$ cat config.mk
export PLATFORM = sky130hd
export DESIGN_NAME = csa_resolve
export DESIGN_NICKNAME = d
export VERILOG_FILES = /design/src/rtl/csa_pkg.sv /design/src/rtl/csa_chunk_add.sv /design/src/rtl/csa_resolve.sv
export SDC_FILE = /design/constraint.sdc
export NUM_CORES = 1
export LEC_CHECK = 0
export BUFFER_PORTS_ARGS = -buffer_cell sky130_fd_sc_hd__buf_2
export CAP_MARGIN = 20
export CORE_AREA = 5 5 141 76
export CTS_CLUSTER_SIZE = 16
export DETAILED_ROUTE_END_ITERATION = 10
export DIE_AREA = 0 0 146 81
export PLACE_DENSITY = 0.75
export SETUP_SLACK_MARGIN = 0.05
export SLEW_MARGIN = 15
export SYNTH_ARGS = -nofsm -noshare
export SYNTH_HDL_FRONTEND = slang
export SYNTH_SLANG_ARGS = --single-unit
$ cat constraint.sdc
create_clock -name clk -period 4.27 [get_ports clk]
set_clock_uncertainty 0.2 [all_clocks]
set_input_delay 0.2135 -clock clk [delete_from_list [all_inputs] [get_ports clk]]
set_output_delay 0.2135 -clock clk [all_outputs]
set_load 0.1 [all_outputs]
$ cat src/rtl/csa_pkg.sv
// Shared definitions for the carry-save resolver: FSM encoding and index-width helper.
package csa_pkg;

  localparam logic [1:0] ST_IDLE = 2'd0;
  localparam logic [1:0] ST_RUN  = 2'd1;
  localparam logic [1:0] ST_DONE = 2'd2;

  // Chunk-index width; a single-chunk build still needs a 1-bit counter.
  function automatic int idx_w(input int nchunk);
    return (nchunk > 1) ? $clog2(nchunk) : 1;
  endfunction

endpackage

$ cat src/rtl/csa_chunk_add.sv
// Combinational CW-bit slice adder with carry in/out, reused by the resolver each RUN cycle.
module csa_chunk_add #(
  parameter int CW = 8
) (
  input  logic [CW-1:0] a,
  input  logic [CW-1:0] b,
  input  logic          cin,
  output logic [CW-1:0] sum,
  output logic          cout
);

  assign {cout, sum} = {1'b0, a} + {1'b0, b} + {{CW{1'b0}}, cin};

endmodule

$ cat src/rtl/csa_resolve.sv
// Resolves a carry-save (sum, carry) pair to binary, one CW-bit chunk per cycle,
// behind valid/ready handshakes on both sides.
module csa_resolve
  import csa_pkg::*;
#(
  parameter int DW = 32,
  parameter int CW = 8
) (
  input  logic          clk,
  input  logic          rst,
  input  logic          in_valid,
  output logic          in_ready,
  input  logic [DW-1:0] in_s,
  input  logic [DW-1:0] in_c,
  output logic          out_valid,
  input  logic          out_ready,
  output logic [DW+1:0] out_sum,
  output logic          busy
);

  localparam int NCHUNK = DW / CW;
  localparam int IW     = idx_w(NCHUNK);
  localparam logic [IW-1:0] LAST = IW'(NCHUNK - 1);

  logic [1:0]                   state;
  logic [NCHUNK-1:0][CW-1:0]    a_q, b_q, lo_q;
  logic [1:0]                   hi_q;
  logic                         ctop_q, carry_q;
  logic [IW-1:0]                idx;

  logic [CW-1:0] a_sl, b_sl, ch_sum;
  logic          ch_cout;

  // Explicit compare-select keeps the slice mux in range for any NCHUNK.
  always_comb begin
    a_sl = a_q[0];
    b_sl = b_q[0];
    for (int k = 1; k < NCHUNK; k++) begin
      if (idx == IW'(k)) begin
        a_sl = a_q[k];
        b_sl = b_q[k];
      end
    end
  end

  csa_chunk_add #(.CW(CW)) u_add (
    .a    (a_sl),
    .b    (b_sl),
    .cin  (carry_q),
    .sum  (ch_sum),
    .cout (ch_cout)
  );

  always_ff @(posedge clk) begin
    if (rst) begin
      state   <= ST_IDLE;
      a_q     <= '0;
      b_q     <= '0;
      lo_q    <= '0;
      hi_q    <= '0;
      ctop_q  <= 1'b0;
      carry_q <= 1'b0;
      idx     <= '0;
    end else begin
      case (state)
        ST_IDLE: if (in_valid) begin
          a_q     <= in_s;
          b_q     <= {in_c[DW-2:0], 1'b0};
          ctop_q  <= in_c[DW-1];
          carry_q <= 1'b0;
          idx     <= '0;
          state   <= ST_RUN;
        end
        ST_RUN: begin
          for (int k = 0; k < NCHUNK; k++)
            if (idx == IW'(k)) lo_q[k] <= ch_sum;
          carry_q <= ch_cout;
          idx     <= idx + 1'b1;
          // The carry shifted out of in_c's MSB joins the final carry in the top two bits.
          if (idx == LAST) begin
            hi_q  <= {1'b0, ch_cout} + {1'b0, ctop_q};
            state <= ST_DONE;
          end
        end
        ST_DONE: if (out_ready) state <= ST_IDLE;
        default: state <= ST_IDLE;
      endcase
    end
  end

  assign in_ready  = (state == ST_IDLE);
  assign out_valid = (state == ST_DONE);
  assign busy      = (state == ST_RUN) || (state == ST_DONE);
  assign out_sum   = {hi_q, lo_q};

endmodule
[Word-level counts from Yosys, hierarchy flattened]
Index checks and enable logic that the tools add are counted.
Storage, ports and cells
  bits in registers: 103
  bits of input ports: 68
  output and inout port bits: 37
  logic and storage cells: 54
Operators by class
  add/sub/neg operators: 4
  eq/ne operators: 8
  mux-type cells: 14
  reduce and logical (&&, ||, !) cells: 11
Operator list (count)
  $mux W8: 6
  $reduce_and A2 Y1: 6
  $add A8 B8 Y9: 1
  $add A9 B1 Y9: 1
  $mux W2: 4
  $eq A2 B2 Y1 const B: 3
  $pmux W2 S3: 1
  $eq A2 B1 Y1 const B: 2
  $logic_not A2 Y1: 2
  $ne A2 B2 Y1 const B: 2
  $pmux W2 S2: 1
  $reduce_and A3 Y1: 1
  $add A1 B1 Y2: 1
  $add A2 B1 Y2 const B: 1
  $ne A2 B1 Y1 const B: 1
  $pmux W1 S2: 1
  $reduce_bool A2 Y1: 1
  $logic_or A1 B1 Y1: 1
  $mux W1: 1

[Depth between registers and ports, before layout]
Gate-level depths: netlist of run 1.
  word-level depth: 7
  depth in mapped cells: 16

[Hierarchy]
Synthesis of run 1 repeated with hierarchy kept, for this count alone.
Unflattened totals
  cell total of the unflattened synthesis: 581
  area, all modules: 4684.5 µm²
By module, submodules not included
  csa_resolve: instances 1, cells each 541, area each 4352.9 µm², sequential area each 2062.0 µm²
  csa_chunk_add: instances 1, cells each 40, area each 331.6 µm², sequential area each 0.0 µm²

[Least setup slack after synthesis of run 1]
No wires, ideal clock.
  kind: flip-flop to flip-flop
  from: register idx[1]
  to: register hi_q[0]
  setup time: 0.132 ns
  arrival time: 3.100 ns
  data required time: 3.938 ns
  path slack: 0.837 ns
  cell stages (with the launch flop): 17
  path buffers: 2
  period minus slack after synthesis: 3.433 ns
  cell sequence: dfxtp_1 inv_1 ha_1 buf_2 buf_4 mux2i_1 o21ai_0 mux2i_1 fa_1 inv_1 fa_1 a21o_1 a221oi_4 o21ai_0 ha_1 nand2_1 a21oi_1
Between the ends
  cells in the longest elaborated chain, start to end: 7
  elaborated cells between the ends (all ways): 13
  those cells by class: 3 x add/sub; 3 x eq/ne; 6 x mux; 1 x reduce/logical
RTL lines
  from (decl): line csa_resolve.sv:29  | logic [IW-1:0] idx;
  from (signal assigned): line csa_resolve.sv:78  | idx <= idx + 1'b1;
  $eq A2 B1 Y1: line csa_resolve.sv:39  | if (idx == IW'(k)) begin
  $mux W8 (3 in a row): line csa_resolve.sv:39
  $add A8 B8 Y9: line csa_chunk_add.sv:12  | assign {cout, sum} = {1'b0, a} + {1'b0, b} + {{CW{1'b0}}, cin};
  $add A9 B1 Y9: line csa_chunk_add.sv:12
  $add A1 B1 Y2: line csa_resolve.sv:81  | hi_q <= {1'b0, ch_cout} + {1'b0, ctop_q};
  to (signal assigned): line csa_resolve.sv:81
  to (decl): line csa_resolve.sv:27  | logic [1:0] hi_q;
Several ways; a longest one is shown, not always the timed one.
A chain may end at the register's enable or synchronous reset.

[Final worst setup path of run 1]
  from: register idx[0]
  to: register hi_q[0]
Same word-level chain as after synthesis.

==> results of run 1 <==
-- where the power goes --
| part | total, uW | leakage [uW] | switching, uW | internal (uW) |
|---|---|---|---|---|
| Sequential | 1190 | 0.000840 | 94.6 | 1090 |
| Combinational | 1160 | 0.00158 | 814 | 348 |
| Clock | 812 | 0.000140 | 392 | 420 |
-- cell type report --
type	count	area, um2	area share [%]
Clock inverter	6	51.3	0.840
Multi-Input combinational cell	428	2350	38.5
Timing Repair Buffer	174	1220	20.0
Clock buffer	10	239	3.91
Tap cell	121	151	2.48
Sequential cell	103	2060	33.8
Inverter	8	30.0	0.492
-- flip-flops by register name, summed over array words and instances (netlist names) --
register	cells
a_q	32
b_q	31
carry_q	1
ctop_q	1
hi_q	2
idx	2
out_sum	32
state	2
-- placed cells by master (no fill, tap or decap), types with 2 or more instances in the layout --
master and count:
dfxtp_1 103, ha_1 14, a211oi_1 2, o21a_1 2, buf_2 103, dlygate4sd3_1 64, buf_4 6, inv_6 3
nor2b_1 4, mux2i_1 19, nand3b_1 17, o41ai_1 12, clkinv_4 2, nor2_1 37, fa_1 2, o21ai_0 19
o31ai_1 5, nor4_1 4, a21o_1 3, nor3_1 2, nand2_1 160, nand3_1 5, nand2b_1 2, clkbuf_16 9
inv_1 8, and2_1 2, a221o_1 3, a21oi_1 97, a22oi_1 2
-- synth_stat cells, types with 2 or more instances --
| master | instances | area, um2 |
|---|---|---|
| nand2_1 | 161 | 604 |
| dfxtp_1 | 103 | 2060 |
| a21oi_1 | 97 | 485 |
| nor2_1 | 37 | 139 |
| clkbuf_1 | 33 | 124 |
| mux2i_1 | 19 | 190 |
| o21ai_0 | 19 | 95.1 |
| nand3b_1 | 17 | 128 |
| ha_1 | 15 | 188 |
| o41ai_1 | 12 | 105 |
| inv_1 | 8 | 30.0 |
| buf_1 | 5 | 18.8 |
| buf_2 | 5 | 25.0 |
| nand3_1 | 5 | 25.0 |
| o31ai_1 | 5 | 37.5 |
| nor2b_1 | 4 | 25.0 |
| nor4_1 | 4 | 25.0 |
| a21o_1 | 3 | 22.5 |
| a221o_1 | 3 | 30.0 |
| and2_1 | 3 | 18.8 |
| a211oi_1 | 2 | 15.0 |
| a22oi_1 | 2 | 15.0 |
| fa_1 | 2 | 40.0 |
| nand2b_1 | 2 | 12.5 |
| nor3_1 | 2 | 10.0 |
| o21a_1 | 2 | 15.0 |
-- timing repair --
item                                    4_1_cts  5_1_grt
hold buffers                                 64        0
buffers inserted                              0        0
gates resized for setup                       0        1
endpoints found under the hold margin        64        0
endpoints found under the setup margin        0        1
-- kinds of logic (layout without fill, tap and decap cells) --
group,Yosys count,in the layout,synth area share (%)
AOI/OAI and AO/OA,152,152,19.6
adders and majority gates,17,17,4.94
DFF,103,103,44.7
xor gates and xnor gates,2,2,0.380
buffers and inverters,52,198,4.45
and+or+nand+nor,238,238,21.8
muxes,19,19,4.12
-- metrics by stage --
step                      area [um2]  hold slack (ps)  cells  power, uW
after global routing            6110              187    850       3310
after CTS                       6080              131    849       3130
after floorplan                 4610              149    583       2030
after global placement          5150              243    769       2240
final                           6110              141    850       3160
after detailed placement        5150              245    769       2280
-- routing by layer --
metal	wire, um	vias to the layer above
li1	-	2267
met1	6960	2176
met2	5990	195
met3	1140	18
met4	174	0
met5	0	-
-- critical path, stage by stage, from the launching register on --
cell      delay [ps]
dfxtp_1          340
inv_1            120
ha_1             480
buf_4            330
nor2_1            90
a21oi_1          140
o21ai_0          180
fa_1             510
a21o_1           220
a221oi_4         460
o21ai_0          210
ha_1             300
nand2_1           60
a21oi_1           50
-- final timing paths --
path | end | slack (ps) | cells after the start
max reg2reg | hi_q[0] | 430 | 13
max | hi_q[0] | 430 | 13
min | state[0] | 140 | 4
min reg2reg | out_sum[9] | 260 | 2
==> flow_metrics.env, run 1 <==
export IMPL_cts_tree="built"
export IMPL_power_density_nw_per_um2=518
export IMPL_crit_required_ps=4290
export IMPL_ant_nets=0
export IMPL_met1_usage_pct=34.8
export IMPL_gr_usage_met2_pct=37.7
export IMPL_via_count=4656
export IMPL_yosysUniqueCellTypes=39
export IMPL_finalSetupViolations=0
export IMPL_place_ws_ps=408
export IMPL_fin_util_pct=66.2
export IMPL_crit_start="idx[0]"
export IMPL_antenna_cells=0
export IMPL_min_period_ps=3840
export IMPL_rsz0062_at_grt="false"
export IMPL_cp_start_kind="flip-flop"
export IMPL_p_leak_uw=0.00256
export IMPL_area_growth_pct=32.4
export IMPL_cap_violations=0
export IMPL_worstHoldStart="out_ready"
export IMPL_io_buffers=104
export IMPL_grt_max_degree=66
export IMPL_cts_root_buffer="clkbuf_16"
export IMPL_drc=0
export IMPL_synthCells=583
export IMPL_worstPathArrival_ps=3850
export IMPL_top_level_ports=105
export IMPL_peakVddDrop_mv=0.502
export IMPL_vias_per_cell=5.48
export IMPL_clk_pin_slew_ps=70
export IMPL_synthArstFlopShare_pct=0
export IMPL_dr_pass1_iters=5
export IMPL_hold_viol=0
export IMPL_top_usage_layer="met2"
export IMPL_gp_congestion=0.889
export IMPL_clock_fmax_mhz=261
export IMPL_drv_slew=0
export IMPL_avgSynthCellArea_um2=7.91
export IMPL_endpoint_kind="flip-flop"
export IMPL_cp_max_fo=19
export IMPL_tns_ps=0
export IMPL_synth_main_ff_cell="dfxtp_1"
export IMPL_yosysWarningCount=0
export IMPL_ys_ff_latch=103
export IMPL_grt_ovfl_total=0
export IMPL_finalWorstSetupSlack_ps=432
export IMPL_dp_hpwl_mm=9.71
export IMPL_worst_pin_slew_ps=814
export IMPL_coreArea_um2=9230
export IMPL_status="completed"
export IMPL_use_met3_pct=7.30
export IMPL_relSlewSlack_pct=45.6
export IMPL_grt_usage_pct=24.8
export IMPL_drt_wl_total_mm=14.3
export IMPL_first_global_vias=4432
export IMPL_syn_area_um2=4610
export IMPL_antenna_found_initial=0
export IMPL_drive_gt1_share_pct=18.0
export IMPL_yosysSeqAreaShare_pct=44.7
export IMPL_drt_iter0_drc=514
export IMPL_clockBufferDepth=2
export IMPL_routedWlPerCell_um=16.8
export IMPL_numCtsBuffers=9
export IMPL_cts_htree_levels=3
export IMPL_clock_sinks=103
export IMPL_crit_type="reg -> reg"
export IMPL_die_area_um2=11800
export IMPL_die_width_um=146
export IMPL_synthesis_nets=668
export IMPL_period_share_pct=89.9
export IMPL_fillCellCount=745
export IMPL_synth_edf_count=0
export IMPL_timing_rr_start="idx[0]"
export IMPL_final_nets=809
export IMPL_worstSkewPairLatency_ps=360
export IMPL_floorplan_initialDensity_pct=50.0
export IMPL_rows=25
export IMPL_hold_class="in -> reg"
export IMPL_grt_pass1_wl_mm=23.2
export IMPL_die_h_um=81
Power figures use the tool's default switching activity.
==> inputs of run 2 (changes only) <==
==> constraint.sdc (replaced) <==
create_clock -name clk -period 4.27 [get_ports clk]
set_clock_uncertainty 0.2 [all_clocks]
set_input_delay 0.6405 -clock clk [delete_from_list [all_inputs] [get_ports clk]]
set_output_delay 0.6405 -clock clk [all_outputs]
set_load 0.1 [all_outputs]
==> flow_metrics.env, run 2 (synthesis gave the netlist of run 1 again) <==
export IMPL_via_count=4323
export IMPL_die_width_um=146
export IMPL_relSlewSlack_pct=31.6
export IMPL_hold_viol=0
export IMPL_p_leak_uw=0.00231
export IMPL_timing_rr_start="idx[0]"
export IMPL_worstPathArrival_ps=3810
export IMPL_clock_fmax_mhz=263
export IMPL_ant_nets=0
export IMPL_placed_cell_area_um2=5150
export IMPL_crit_start="idx[0]"
export IMPL_die_h_um=81
export IMPL_grt_usage_pct=22.5
export IMPL_clock_sinks=103
export IMPL_worstHoldStart="a_q[8]"
export IMPL_tns_ps=0
export IMPL_fillCellCount=845
export IMPL_mostFrequentLayoutCells="nand2_1 (160), dfxtp_1 (103), buf_2 (103)"
export IMPL_final_cell_area_um2=5480
export IMPL_cp_max_fo=19
export IMPL_clkPwrFrac_pct=28.3
export IMPL_clk_pin_slew_ps=70
export IMPL_floorplan_initialDensity_pct=50.0
export IMPL_cts_htree_levels=3
export IMPL_postCtsSetupRepairBufs=0
export IMPL_fin_util_pct=59.4
export IMPL_rows=25
export IMPL_coreArea_um2=9230
export IMPL_power_density_nw_per_um2=578
export IMPL_p_sw_uw=1260
export IMPL_ff_latch_area_um2=2060
export IMPL_rsz0062_at_grt="false"
export IMPL_endpoint_kind="flip-flop"
export IMPL_min_period_ps=3800
export IMPL_drv_slew=0
export IMPL_top_level_ports=105
export IMPL_use_met3_pct=8.14
export IMPL_cp_start_kind="flip-flop"
export IMPL_worstSkewPairLatency_ps=350
export IMPL_grt_ovfl_total=0
export IMPL_cts_tree="built"
export IMPL_cap_violations=0
export IMPL_gp_congestion=0.895
export IMPL_clockBufferDepth=2
export IMPL_crit_required_ps=4270
export IMPL_drt_wl_total_mm=12.9
export IMPL_final_nets=744
export IMPL_worst_pin_slew_ps=1030
export IMPL_area_growth_pct=18.8
export IMPL_numCtsBuffers=9
export IMPL_hold_class="reg -> reg"
export IMPL_p_seq_share_pct=37.3
export IMPL_die_area_um2=11800
export IMPL_io_buffers=104
export IMPL_cts_root_buffer="clkbuf_16"
export IMPL_crit_type="reg -> reg"
export IMPL_p_comb_share_pct=34.3
export IMPL_vias_per_cell=5.51
export IMPL_multi_input_area_um2=2350
export IMPL_first_global_vias=4128
export IMPL_peakVddDrop_mv=0.504
export IMPL_drc=0
export IMPL_period_share_pct=89.1
export IMPL_status="completed"
export IMPL_antenna_cells=0
export IMPL_grt_max_degree=77
export IMPL_p_int_uw=1910
export IMPL_gr_usage_met2_pct=32.0
export IMPL_grt_pass1_wl_mm=21.1
export IMPL_final_common_cell="nand2_1"
export IMPL_dp_hpwl_mm=9.50
export IMPL_antenna_found_initial=0
export IMPL_finalSetupViolations=0
export IMPL_met1_usage_pct=32.4
export IMPL_top_usage_layer="met1"
export IMPL_drt_iter0_drc=455
export IMPL_p_sw_share_pct=39.7
export IMPL_drive_gt1_share_pct=19.6
export IMPL_routedWlPerCell_um=16.4
export IMPL_dr_pass1_iters=5
## run 2: changes by cell type in the layout (fill, tap and decap cells not counted), sizes merged
cell         previous run  this run
clkbuf                 10         9
buf                   110       109
clkinvlp                1         0
bufinv                  0         2
dlygate4sd3            64         0
## run 2: final cells by class
cell class | instances | share of cell area [%]
Multi-Input combinational cell | 428 | 42.9
Sequential cell | 103 | 37.6
Timing Repair Buffer | 109 | 10.2
Clock buffer | 9 | 4.11
Tap cell | 121 | 2.76
Clock inverter | 7 | 1.83
Inverter | 8 | 0.548
## run 2: metal layers
metal / up-vias / routed length [um]
met5: - / 0
met4: 0 / 107
met3: 10 / 1330
met2: 176 / 5060
met1: 2001 / 6410
li1: 2136 / -
## run 2: final timing paths
path         endpoint  slack (ps)  cells after the start
max reg2reg   hi_q[0]         470                     13
min            a_q[8]         260                      2
max           hi_q[0]         470                     13
min reg2reg    a_q[8]         260                      2
## run 2: per-stage QoR
stage | hold WS (ps) | power (uW) | worst slack [ps] | cells
floorplan | 236 | 2030 | 837 | 583
global placement | 244 | 2240 | 559 | 769
detailed placement | 251 | 2280 | 402 | 769
CTS | 261 | 3170 | 339 | 785
global route | 272 | 3340 | 186 | 785
finish | 260 | 3170 | 467 | 785
## run 2: what timing repair did
| item | 4_1_cts | 5_1_grt |
|---|---|---|
| endpoints found under the hold margin | 0 | 0 |
| setup endpoints to repair | 0 | 1 |
| hold buffers | 0 | 0 |
| resized for setup | 0 | 1 |
## run 2: worst max-delay path: stages, from the launching register on
cell and delay (ps):
dfxtp_1 350, inv_1 140, ha_1 500, buf_4 320, nor2_1 80, a21oi_1 110
o21ai_0 150, fa_1 490, a21o_1 220, a221oi_4 470, o21ai_0 210, ha_1 300
nand2_1 60, a21oi_1 70
## run 2: power by group through the flow
stage / clock network (uW) / registers (uW) / logic (uW)
CTS: 908 / 1180 / 1080
global route: 948 / 1190 / 1200
global placement: 0 / 1200 / 1050
detailed placement: 0 / 1200 / 1080
finish: 898 / 1180 / 1090
floorplan: 0 / 1280 / 752
==> inputs of run 3 (changes only) <==
- CORE_AREA: 5 5 141 76 -> 5 5 147 79
- DIE_AREA: 0 0 146 81 -> 0 0 152 84
- PLACE_DENSITY: 0.75 -> 0.69
==> flow_metrics.env, run 3 (synthesis gave the netlist of run 1 again) <==
export IMPL_rr_endpoint="hi_q[0]"
export IMPL_cts_root_buffer="clkbuf_16"
export IMPL_drive_gt1_share_pct=19.4
export IMPL_dr_pass1_iters=5
export IMPL_vias_per_cell=5.22
export IMPL_cts_htree_levels=3
export IMPL_p_comb_share_pct=36.1
export IMPL_clock_sinks=103
export IMPL_min_period_ps=3770
export IMPL_cap_violations=0
export IMPL_power_density_nw_per_um2=553
export IMPL_cp_start_kind="flip-flop"
export IMPL_multi_input_area_um2=2350
export IMPL_routedWlPerCell_um=15.2
export IMPL_postCtsSetupRepairBufs=0
export IMPL_worst_pin_slew_ps=1020
export IMPL_relSlewSlack_pct=31.9
export IMPL_via_count=4230
export IMPL_dp_hpwl_mm=9.00
export IMPL_p_total_uw=3040
export IMPL_floorplan_initialDensity_pct=44.3
export IMPL_p_sw_share_pct=40.4
export IMPL_rows=27
export IMPL_numCtsBuffers=9
export IMPL_worst_r2r_path_depth=14
export IMPL_antenna_cells=0
export IMPL_hold_viol=0
export IMPL_hold_class="reg -> reg"
export IMPL_finalSetupViolations=0
export IMPL_grt_usage_pct=19.1
export IMPL_die_width_um=152
export IMPL_ctsHoldBuffers=0
export IMPL_drc=0
export IMPL_mostFrequentLayoutCells="nand2_1 (160), dfxtp_1 (103), buf_2 (103)"
export IMPL_worstSkewPairLatency_ps=350
export IMPL_ff_latch_area_um2=2060
export IMPL_final_nets=745
export IMPL_timing_rr_start="idx[1]"
export IMPL_drv_slew=0
export IMPL_die_h_um=84
export IMPL_ant_nets=0
export IMPL_grt_pass1_wl_mm=20.1
export IMPL_top_level_ports=105
export IMPL_r2r_slack_ps=500
export IMPL_p_sw_uw=1230
export IMPL_first_global_vias=4031
export IMPL_clkPwrFrac_pct=25.2
export IMPL_tns_ps=0
export IMPL_critPathCapture="hi_q[0]"
export IMPL_worstPathArrival_ps=3800
export IMPL_io_buffers=104
export IMPL_coreArea_um2=10400
export IMPL_die_area_um2=12800
export IMPL_crit_start="idx[1]"
export IMPL_p_seq_share_pct=38.7
export IMPL_final_common_cell="nand2_1"
export IMPL_ctsResizeCount=0
export IMPL_crit_required_ps=4300
export IMPL_p_leak_uw=0.00229
export IMPL_clockBufferDepth=2
export IMPL_antenna_found_initial=0
export IMPL_gp_congestion=0.828
export IMPL_area_growth_pct=19.1
export IMPL_grt_ovfl_total=0
export IMPL_fillCellCount=1034
export IMPL_period_share_pct=88.3
export IMPL_p_int_uw=1810
export IMPL_peakVddDrop_mv=0.439
export IMPL_drt_iter0_drc=262
export IMPL_clk_pin_slew_ps=70
export IMPL_endpoint_kind="flip-flop"
export IMPL_clock_fmax_mhz=265
export IMPL_status="completed"
export IMPL_rsz0062_at_grt="false"
export IMPL_grt_max_degree=125
export IMPL_crit_type="reg -> reg"
export IMPL_cts_tree="built"
export IMPL_cp_max_fo=12
export IMPL_drt_wl_total_mm=12.3
[run 3: cell types whose count changed in the layout (fill, tap and decap cells not counted), moves of 2 or more]
cell and delta:
inv_6 -3, buf_12 +2, bufinv_16 -2, clkinvlp_4 +2
[run 3: worst min-delay path by stage]
| stage | start | endpoint | slack, ps | depth (start not counted) |
|---|---|---|---|---|
| 3_5_place_dp | b_q[23] | b_q[23] | 250 | 2 |
| 4_1_cts | b_q[23] | b_q[23] | 260 | 2 |
| 3_3_place_gp | b_q[15] | b_q[15] | 240 | 2 |
| 6_report | b_q[4] | b_q[4] | 260 | 2 |
| 5_1_grt | a_q[6] | a_q[6] | 280 | 2 |
| 2_1_floorplan | a_q[0] | a_q[0] | 240 | 2 |
[run 3: final cells by class]
cell class	instances	share of cell area (%)
Tap cell	145	3.30
Sequential cell	103	37.5
Timing Repair Buffer	110	10.8
Clock buffer	11	4.42
Multi-Input combinational cell	428	42.8
Inverter	8	0.547
Clock inverter	5	0.615
[run 3: metrics by stage]
step	cell area (um2)	setup WS (ps)	hold WS [ps]	utilization (%)	cells
after floorplan	4610	837	236	-	583
after global placement	5170	698	245	49.7	792
after detailed placement	5170	549	250	49.7	792
after CTS	5450	501	259	52.4	808
after global routing	5490	280	277	52.8	810
final	5490	499	259	52.8	810
[run 3: power groups by stage]
| stage | logic [uW] | clock network, uW | registers [uW] |
|---|---|---|---|
| 3_5_place_dp | 1070 | 0 | 1200 |
| 5_1_grt | 1200 | 822 | 1190 |
| 4_1_cts | 1080 | 778 | 1180 |
| 3_3_place_gp | 1040 | 0 | 1190 |
| 6_report | 1100 | 767 | 1180 |
| 2_1_floorplan | 752 | 0 | 1280 |
[run 3: metal layers]
layer  global-route usage, %  share of wire, %  wire length [um]  up-vias
li1                        -                 -                 -     2131
met1                    28.0                52              6360     1963
met2                    27.5                42              5130      124
met3                    5.80               5.7               698       12
met4                    4.08              0.85               105        0
met5                       0                 0                 0        -
[run 3: worst max-delay path, cell delays in order (launching register included)]
cell and delay, ps:
dfxtp_1 350, inv_1 90, ha_1 390, buf_4 300, mux2i_1 230, nor2_1 60
a21oi_1 110, o21ai_0 170, fa_1 480, a21o_1 220, a221oi_4 450, o21ai_0 190
ha_1 290, nand2_1 60, a21oi_1 50
